### src/rtl/lcd_bus_arbiter.sv
`timescale 1ns/1ps
`default_nettype none
// ============================================================================
// Module   : lcd_bus_arbiter
// Function : Burst-level arbiter sharing one lcd_write 9-bit SPI datapath.
// Revision : 1.0 - initial release
// ============================================================================
module lcd_bus_arbiter #(
    parameter int NREQ    = 3,
    parameter int TIMEOUT = 50000
) (
    input  logic              sys_clk,
    input  logic              sys_rst_n,
    input  logic              init_done,
    input  logic [NREQ-1:0]   req,
    input  logic [NREQ-1:0]   en_write_in,
    input  logic [9*NREQ-1:0] data_in,
    output logic [NREQ-1:0]   gnt,
    output logic [NREQ-1:0]   wr_done_out,
    output logic [8:0]        data,
    output logic              en_write,
    input  logic              wr_done,
    output logic              busy,
    output logic              timeout_err
);
    localparam int PTR_W = $clog2(NREQ);
    localparam int PW1   = PTR_W + 1;
    localparam int WD_W  = (TIMEOUT > 1) ? $clog2(TIMEOUT) : 1;

    localparam logic [PTR_W-1:0] c_last    = PTR_W'(NREQ - 1);
    localparam logic [WD_W-1:0]  c_wd_last = WD_W'((TIMEOUT > 0) ? TIMEOUT - 1 : 0);
    localparam logic             c_wd_on   = (TIMEOUT > 0);

    typedef enum logic [1:0] {
        IDLE  = 2'd0,
        GRANT = 2'd1,
        DRAIN = 2'd2
    } state_t;

    state_t           r_state;
    state_t           w_next;
    logic [PTR_W-1:0] r_gidx;
    logic [PTR_W-1:0] r_rr_ptr;
    logic [PTR_W-1:0] w_pick;
    logic [PTR_W-1:0] w_start_idx;
    logic             w_found;
    logic             w_start;
    logic             w_release;
    logic             w_accept;
    logic             w_timeout;
    logic             r_in_flight;
    logic [WD_W-1:0]  r_wd;

    // Round-robin search over clients 1..NREQ-1 starting at r_rr_ptr; client 0 never competes here.
    always_comb begin
        logic [PW1-1:0] cand;
        w_found = 1'b0;
        w_pick  = c_last;
        cand    = '0;
        for (int k = 0; k < NREQ - 1; k++) begin
            cand = {1'b0, r_rr_ptr} + PW1'(k);
            if (cand > {1'b0, c_last}) begin
                cand = cand - {1'b0, c_last};
            end
            if (!w_found && req[cand[PTR_W-1:0]]) begin
                w_found = 1'b1;
                w_pick  = cand[PTR_W-1:0];
            end
        end
    end

    always_ff @(posedge sys_clk or negedge sys_rst_n) begin
        if (!sys_rst_n) begin
            r_state <= IDLE;
        end else begin
            r_state <= w_next;
        end
    end

    always_comb begin
        w_next      = r_state;
        w_start     = 1'b0;
        w_start_idx = '0;
        w_release   = 1'b0;
        w_accept    = 1'b0;
        w_timeout   = c_wd_on && (r_state != IDLE) && !en_write && !wr_done
                      && (r_wd == c_wd_last);
        case (r_state)
            IDLE: begin
                if (!init_done) begin
                    if (req[0]) begin
                        w_next  = GRANT;
                        w_start = 1'b1;
                    end
                end else if (w_found) begin
                    w_next      = GRANT;
                    w_start     = 1'b1;
                    w_start_idx = w_pick;
                end
            end
            GRANT: begin
                if (w_timeout) begin
                    w_next    = IDLE;
                    w_release = 1'b1;
                end else if (req[r_gidx]) begin
                    w_accept = en_write_in[r_gidx] && !r_in_flight;
                end else if (r_in_flight && !wr_done) begin
                    w_next = DRAIN;
                end else begin
                    w_next    = IDLE;
                    w_release = 1'b1;
                end
            end
            DRAIN: begin
                if (w_timeout || wr_done) begin
                    w_next    = IDLE;
                    w_release = 1'b1;
                end
            end
            default: w_next = IDLE;
        endcase
    end

    always_ff @(posedge sys_clk or negedge sys_rst_n) begin
        if (!sys_rst_n) begin
            r_gidx      <= '0;
            r_rr_ptr    <= PTR_W'(1);
            r_in_flight <= 1'b0;
            r_wd        <= '0;
            en_write    <= 1'b0;
            data        <= 9'h000;
            timeout_err <= 1'b0;
        end else begin
            if (w_start) begin
                r_gidx <= w_start_idx;
            end
            if (w_release) begin
                r_rr_ptr <= (r_gidx == c_last) ? PTR_W'(1) : r_gidx + 1'b1;
            end
            en_write <= w_accept;
            if (w_accept) begin
                data <= data_in[9*r_gidx +: 9];
            end
            timeout_err <= w_timeout;
            // Setting on accept keeps a second strobe from slipping out before wr_done.
            if (w_timeout) begin
                r_in_flight <= 1'b0;
            end else if (w_accept) begin
                r_in_flight <= 1'b1;
            end else if (wr_done) begin
                r_in_flight <= 1'b0;
            end
            if (r_state == IDLE || en_write || wr_done || w_timeout || !c_wd_on) begin
                r_wd <= '0;
            end else begin
                r_wd <= r_wd + 1'b1;
            end
        end
    end

    assign busy        = (r_state != IDLE);
    assign gnt         = busy ? (NREQ'(1) << r_gidx) : '0;
    assign wr_done_out = gnt & {NREQ{wr_done}};

endmodule
`default_nettype wire

### config.mk
export PLATFORM = sky130hd
export DESIGN_NAME = lcd_bus_arbiter
export DESIGN_NICKNAME = d
export VERILOG_FILES = /design/src/rtl/lcd_bus_arbiter.sv
export SDC_FILE = /design/constraint.sdc
export NUM_CORES = 1
export LEC_CHECK = 0
export CAP_MARGIN = 30
export CORE_MARGIN = 4
export CORE_UTILIZATION = 52
export DETAILED_ROUTE_END_ITERATION = 8
export PLACE_DENSITY = 0.85
export SLEW_MARGIN = 25
export SYNTH_ARGS = -nofsm -noshare
export SYNTH_HDL_FRONTEND = slang
export SYNTH_SLANG_ARGS = --single-unit
### constraint.sdc
create_clock -name sys_clk -period 6.7 [get_ports sys_clk]
set_clock_uncertainty 0.1 [all_clocks]
set_input_delay 2.01 -clock sys_clk [delete_from_list [all_inputs] [get_ports sys_clk]]
set_output_delay 2.01 -clock sys_clk [all_outputs]
set_load 0.02 [all_outputs]
==> results of run 1 <==
cell usage after synthesis, types with 3 or more instances:
cell / count
and2_1: 4
mux2i_1: 13
o21ai_0: 15
ha_1: 4
nor3_1: 4
xnor2_1: 3
mux2_4: 8
a21oi_1: 8
clkbuf_1: 6
and3_1: 4
inv_1: 7
nand3_1: 7
nand2_1: 14
buf_2: 3
and4_1: 5
xor2_1: 11
dfrtp_1: 33
nor2_1: 18
nand2b_1: 3
nand4_1: 3
layout make-up:
type | count | area share (%)
clock buffer | 6 | 3.07
clock inverter | 1 | 1.12
inverter | 7 | 0.976
multi-input combinational | 150 | 40.3
sequential | 34 | 31.7
tap | 48 | 2.23
timing repair buffer | 56 | 20.6
registers in the layout (all words and copies together) (netlist names):
name	cells
data	9
en_write	1
r_gidx	2
r_in_flight	1
r_rr_ptr	2
r_state	2
r_wd	16
timeout_err	1
worst max-delay path, cell delays in order:
cell             delay (ns)
clkdlybuf4s50_1        0.62
and3_1                 0.20
clkdlybuf4s50_1        0.60
metrics by stage:
step	util [%]	hold WS [ns]	setup slack [ns]	area [um2]	total power, W
6_report	72.4	0.413	1.16	2690	0.000961
5_1_grt	72.4	0.422	1.08	2690	0.00102
4_1_cts	72.4	0.404	1.15	2690	0.000965
3_5_place_dp	69.4	0.395	1.16	2580	0.000770
3_3_place_gp	69.4	0.394	1.16	2580	0.000756
2_1_floorplan	-	0.369	2.33	2020	0.000601
cells by family (layout without fill, tap and decap cells):
kind of cell / count (synthesis) / in the layout / share of synthesized area (%)
simple gates: 75 / 75 / 21.3
mux: 22 / 22 / 12.9
xor+xnor: 14 / 14 / 6.06
flops: 34 / 34 / 42.1
compound gates: 35 / 35 / 10.9
buf+inv: 18 / 70 / 4.27
fa+ha+maj: 4 / 4 / 2.47
layer usage:
| metal | vias to the layer above | global-route usage, % | part of all wire, % |
|---|---|---|---|
| met4 | 0 | 9.57 | 2.7 |
| li1 | 813 | - | - |
| met2 | 47 | 34.2 | 51 |
| met5 | - | 0 | 0 |
| met3 | 12 | 4.75 | 4.0 |
| met1 | 788 | 25.8 | 42 |
path summary, 6_finish.rpt:
check                                     endpoint  slack, ns  cells past startpoint
setup / recovery                    wr_done_out[1]       1.16                      3
hold / removal                   r_wd[0]$_DFF_PN0_       0.41                      1
setup reg to reg               data[4]$_DFFE_PN0P_       3.98                      5
hold reg to reg                  r_wd[0]$_DFF_PN0_       0.41                      1
max in group asynchronous  r_rr_ptr[0]$_DFFE_PN1P_       4.13                      2
min in group asynchronous       r_wd[11]$_DFF_PN0_       2.03                      2
power by group:
part	switching, W	internal, W
logic	0.000231	0.000229
registers	0.0000504	0.000258
clock network	0.0000735	0.000119
==> metrics.log, run 1 <==
INFO  metric reg2reg_from = r_gidx[0]$_DFFE_PN0P_
INFO  metric power.density = 357 nW/um2
INFO  metric leakage_power_figure = approximately 1.2 nW
INFO  metric global_route.usage.total = 20.8%
INFO  metric drc_errors = 0
INFO  metric cts_tree = done
INFO  metric grt_antenna_before_repair = 0
INFO  metric multi_input_gate_area_in_the_final_layout = roughly 1100 um2
INFO  metric setup_repair_after_global_routing_missed_its_margin = no
INFO  metric timing.critical_path.fanout_max = 8
INFO  metric num_vias = approximately 1700
INFO  metric clock_latency = 0.28 ns
INFO  metric critical_path.endpoint_type = output pin
INFO  metric syn_nets = ~240
INFO  metric synth_top_area_share = between 40% and 50%
INFO  metric dpl.cell_count = 295
INFO  metric n_fill_cell = 280
INFO  metric synth_unique_cells = 44
INFO  metric most-common-layout-cells = clkdlybuf4s50_1, dfrtp_1, nor2_1
INFO  metric hold_viol_final = 0
INFO  metric design.die.area = a little under 5000 um2
INFO  metric critical_path.startpoint = wr_done
INFO  metric via_count_of_the_first_global_routing_pass = 1756
INFO  metric synth-edff-count = 0
INFO  metric clock-root-buffer = clkbuf_8
INFO  metric finalMaxSlewViolations = 0
INFO  metric finalWorstPathRequiredPeriod = 5.54 ns
INFO  metric critical_path_source_type = input pin
INFO  metric crit_arrival = between 3 and 4 ns
INFO  metric insertedDiodeCount = 0
INFO  metric cts-resized-gates = 0
INFO  metric finalSetupTns = 0 ns
INFO  metric start_util = approximately 54%
INFO  metric detailed_place_hpwl = about 3500 um
INFO  metric htreeDepth = 2
INFO  metric post_drt_via_cell_ratio = approximately 5.5
INFO  metric fmaxAchievable = approximately 180 MHz
INFO  metric worst_max_slew_margin_expressed_relative_to_the_limit = 63.1%
INFO  metric drt_pre_antenna_iters = 4
INFO  metric clock_tree.buffer_depth = 2
INFO  metric fin_crit_sh = slightly above 80%
INFO  metric design.portCount = 55
INFO  metric area.sequential = between 800 and 900 um2
INFO  metric cts_setup_buffers = 0
INFO  metric place.gp.congestion = around 0.79
INFO  metric fp.dieW = 70.4 um
INFO  metric layoutNonFillerInstCount = about 300
INFO  metric drt-wirelength-per-cell = approximately 16 um
INFO  metric worst-slew-pin-transition = between 0.5 and 0.6 ns
INFO  metric hp-class = reg -> reg
INFO  metric synthTopCellsByArea = dfrtp_1, mux2i_1, mux2_4
INFO  metric layout.cells.most_common = clkdlybuf4s50_1
INFO  metric area.growth.synth_to_final = 33.0%
INFO  metric clk_pin_slew = approximately 0.070 ns
INFO  metric drtIter0Drc = about 70
INFO  metric synth.cell_area = a little over 2000 um2
INFO  metric finish.net_count = around 300
INFO  metric core = around 3700 um2
INFO  metric grt_first_pass_wirelength = ~8200 um
INFO  metric critPathKind = in -> out
INFO  metric synth-seq-cells = 34
INFO  metric synthDominantAreaCellType = dfrtp_1
INFO  metric max_cap_violations = 0
INFO  metric min-delay-start = r_wd[0]$_DFF_PN0_
INFO  metric grt_max_degree = 35
INFO  metric setup_viol = 0
INFO  metric buffer_ports.inserted = 54
INFO  metric row_count = 22
INFO  metric hold_buffers = 0
INFO  metric yosysWarningCount = 0
INFO  metric synth_seq_area_share = roughly 42%
INFO  metric async_set_or_reset_flop_fraction_in_the_synthesized_netlist = 100%
INFO  metric cts_made_buffers = 5
INFO  metric wirelength = roughly 4800 um
INFO  metric cp_data_required_time = roughly 4.6 ns
INFO  metric cts.sinks = 34
INFO  metric grt_overflow_total = 0
INFO  metric irDropWorstVdd = 0.217 mV
INFO  metric antenna_left = 0
INFO  metric run_status = finished clean
INFO  metric synth_flop_cell = dfrtp_1
INFO  metric synth_cells = 202
INFO  metric synth.avg_cell_area = roughly 10 um2
INFO  metric fraction_of_layout_instances_using_a_drive_strength_above_1 = 9.84%
INFO  metric die-height = between 70 and 80 um
Note: power is estimated with default switching activity, not from simulation.
==> run 2, diff against run 1 <==
--- a/config.mk
+++ b/config.mk
@@ -7,9 +7,9 @@
 export LEC_CHECK = 0
 export CAP_MARGIN = 30
 export CORE_MARGIN = 4
-export CORE_UTILIZATION = 52
+export CORE_UTILIZATION = 48
 export DETAILED_ROUTE_END_ITERATION = 8
-export PLACE_DENSITY = 0.85
+export PLACE_DENSITY = 0.8
 export SLEW_MARGIN = 25
 export SYNTH_ARGS = -nofsm -noshare
 export SYNTH_HDL_FRONTEND = slang
==> constraint.sdc (replaced) <==
create_clock -name sys_clk -period 5.8 [get_ports sys_clk]
set_clock_uncertainty 0.1 [all_clocks]
set_input_delay 1.74 -clock sys_clk [delete_from_list [all_inputs] [get_ports sys_clk]]
set_output_delay 1.74 -clock sys_clk [all_outputs]
set_load 0.02 [all_outputs]
==> run 2 against run 1 <==
Clock-buffer cell count unchanged; highest routed layer unchanged; global-route usage is 2.8 points lower; cell area shrank 0.84%; largest power group unchanged.
==> metrics.log, run 2 (synthesis gave the netlist of run 1 again) <==
INFO  metric crit_arrival = roughly 3.1 ns
INFO  metric dpl_cell_area = approximately 2600 um2
INFO  metric critical_path_source_type = input pin
INFO  metric hold_viol_final = 0
INFO  metric comb_power_share = 47.4%
INFO  metric design.portCount = 55
INFO  metric drt-wirelength-per-cell = about 15 um
INFO  metric multi_input_gate_area_in_the_final_layout = ~1100 um2
INFO  metric setup_repair_after_global_routing_missed_its_margin = no
INFO  metric flip_flop_count_of_the_largest_register_all_copies_and_words_added = 16
INFO  metric finalSetupTns = 0 ns
INFO  metric die-height = ~73 um
INFO  metric clock_latency = 0.29 ns
INFO  metric grt_first_pass_wirelength = roughly 7500 um
INFO  metric fraction_of_layout_instances_using_a_drive_strength_above_1 = under 10%
INFO  metric cts_setup_buffers = 0
INFO  metric irDropWorstVdd = 0.250 mV
INFO  metric n_fill_cell = 320
INFO  metric detailed_place_hpwl = ~3300 um
INFO  metric power.sequential.fraction = 35.3%
INFO  metric fin_crit_sh = between 80 and 90%
INFO  metric cts.sinks = 34
INFO  metric clockPowerShare = between 10% and 20%
INFO  metric cp_data_required_time = ~4.0 ns
INFO  metric core = approximately 4000 um2
INFO  metric grt_max_degree = 35
INFO  metric drc_errors = 0
INFO  metric preCtsSetupSlack = ~0.83 ns
INFO  metric top_register = r_wd
INFO  metric buffer_ports.inserted = 54
INFO  metric net-switching-power = 0.000401 W
INFO  metric drtIter0Drc = 75
INFO  metric critPathKind = in -> out
INFO  metric cts_made_buffers = 5
INFO  metric area.sequential = 852 um2
INFO  metric place.gp.congestion = around 0.8
INFO  metric post_drt_via_cell_ratio = roughly 5.4
INFO  metric timing.critical_path.fanout_max = 8
INFO  metric fmaxAchievable = between 200 and 250 MHz
INFO  metric design.die.area = between 5000 and 6000 um2
INFO  metric power.density = roughly 400 nW/um2
INFO  metric setup_viol = 0
INFO  metric insertedDiodeCount = 0
INFO  metric cts-resized-gates = 0
INFO  metric run_status = finished clean
INFO  metric hp-class = reg -> reg
INFO  metric global_route.usage.total = 18.0%
INFO  metric drt_pre_antenna_iters = 4
INFO  metric post-route-cell-area = around 2700 um2
INFO  metric start_util = 50.2%
INFO  metric largestRegisters = r_wd: 16 flops, data: 9 flops
INFO  metric fp.dieW = ~73 um
INFO  metric reg2reg_setup_slack = just under 3 ns
INFO  metric internal_power = ~0.00065 W
INFO  metric max_cap_violations = 0
INFO  metric wirelength = 4480 um
INFO  metric antenna_left = 0
INFO  metric most-common-layout-cells = clkdlybuf4s50_1, dfrtp_1, nor2_1
INFO  metric num_vias = roughly 1600
INFO  metric grt_overflow_total = 0
INFO  metric layout.cells.most_common = clkdlybuf4s50_1
INFO  metric leakage_power_figure = about 1.1 nW
INFO  metric setup_slack = approximately 0.82 ns
INFO  metric critical_path.endpoint_type = output pin
INFO  metric clock_tree.buffer_depth = 2
INFO  metric htreeDepth = 2
INFO  metric worst-slew-pin-transition = 0.726 ns
INFO  metric clk_pin_slew = about 0.07 ns
INFO  metric finalWorstPathRequiredPeriod = between 4 and 5 ns
INFO  metric finalMaxSlewViolations = 0
INFO  metric row_count = 23
INFO  metric power.switching_fraction = 38.0%
INFO  metric clock-root-buffer = clkbuf_8
INFO  metric cts_tree = done
INFO  metric finish.net_count = approximately 290
INFO  metric via_count_of_the_first_global_routing_pass = 1631
INFO  metric grt_antenna_before_repair = 0
INFO  metric area.growth.synth_to_final = 31.9%
INFO  metric worst_max_slew_margin_expressed_relative_to_the_limit = about 52%
INFO  metric hold_buffers = 0
[run 2: cell count changes in the layout (fill, tap and decap cells not counted), sizes merged]
cell      change
buf           -1
bufinv        -1
clkinv        +1
clkinvlp      +1
[run 2: metal layers]
layer  part of all wire (%)  routed length [um]  global-route usage (%)  vias up
li1                       -                   -                       -      816
met1                     45                2010                    23.5      770
met2                     50                2230                    29.3       35
met3                    3.8                 169                    3.44        6
met4                    1.6                  73                    7.58        0
met5                      0                   0                       0        -
[run 2: stage by stage]
step / hold slack (ns) / total power [W] / util (%) / cells
final: 0.417 / 0.00106 / 66.2 / 304
after global routing: 0.442 / 0.00113 / 66.2 / 304
after CTS: 0.411 / 0.00106 / 66.2 / 304
after detailed placement: 0.394 / 0.000879 / 63.9 / 296
after global placement: 0.393 / 0.000870 / 63.9 / 296
after floorplan: 0.369 / 0.000694 / - / 202
[run 2: power by group through the flow]
stage	Sequential [W]	Clock, W	Combinational (W)
final	0.000373	0.000183	0.000500
after global routing	0.000384	0.000196	0.000551
after CTS	0.000372	0.000186	0.000506
after detailed placement	0.000373	0	0.000506
after global placement	0.000375	0	0.000495
after floorplan	0.000375	0	0.000319
[run 2: layout make-up]
class	count	area share (%)
Multi-Input combinational cell	150	40.6
Timing Repair Buffer	55	20.5
Sequential cell	34	31.9
Tap cell	50	2.34
Clock inverter	2	0.469
Inverter	7	0.985
Clock buffer	6	3.09
[run 2: path summary, 6_finish.rpt]
check,cells after the start,endpoint,from
worst max register to register,5,data[8]$_DFFE_PN0P_,r_gidx[1]$_DFFE_PN0P_
max in group asynchronous,2,r_rr_ptr[0]$_DFFE_PN1P_,sys_rst_n
worst min register to register,1,r_wd[0]$_DFF_PN0_,r_wd[0]$_DFF_PN0_
worst min-delay path,1,r_wd[0]$_DFF_PN0_,r_wd[0]$_DFF_PN0_
worst max-delay path,3,wr_done_out[1],wr_done
min in group asynchronous,2,r_wd[11]$_DFF_PN0_,sys_rst_n
[run 2: worst max-delay path, cell delays in order]
cell             delay, ns
clkdlybuf4s50_1       0.61
and3_1                0.19
clkdlybuf4s50_1       0.59
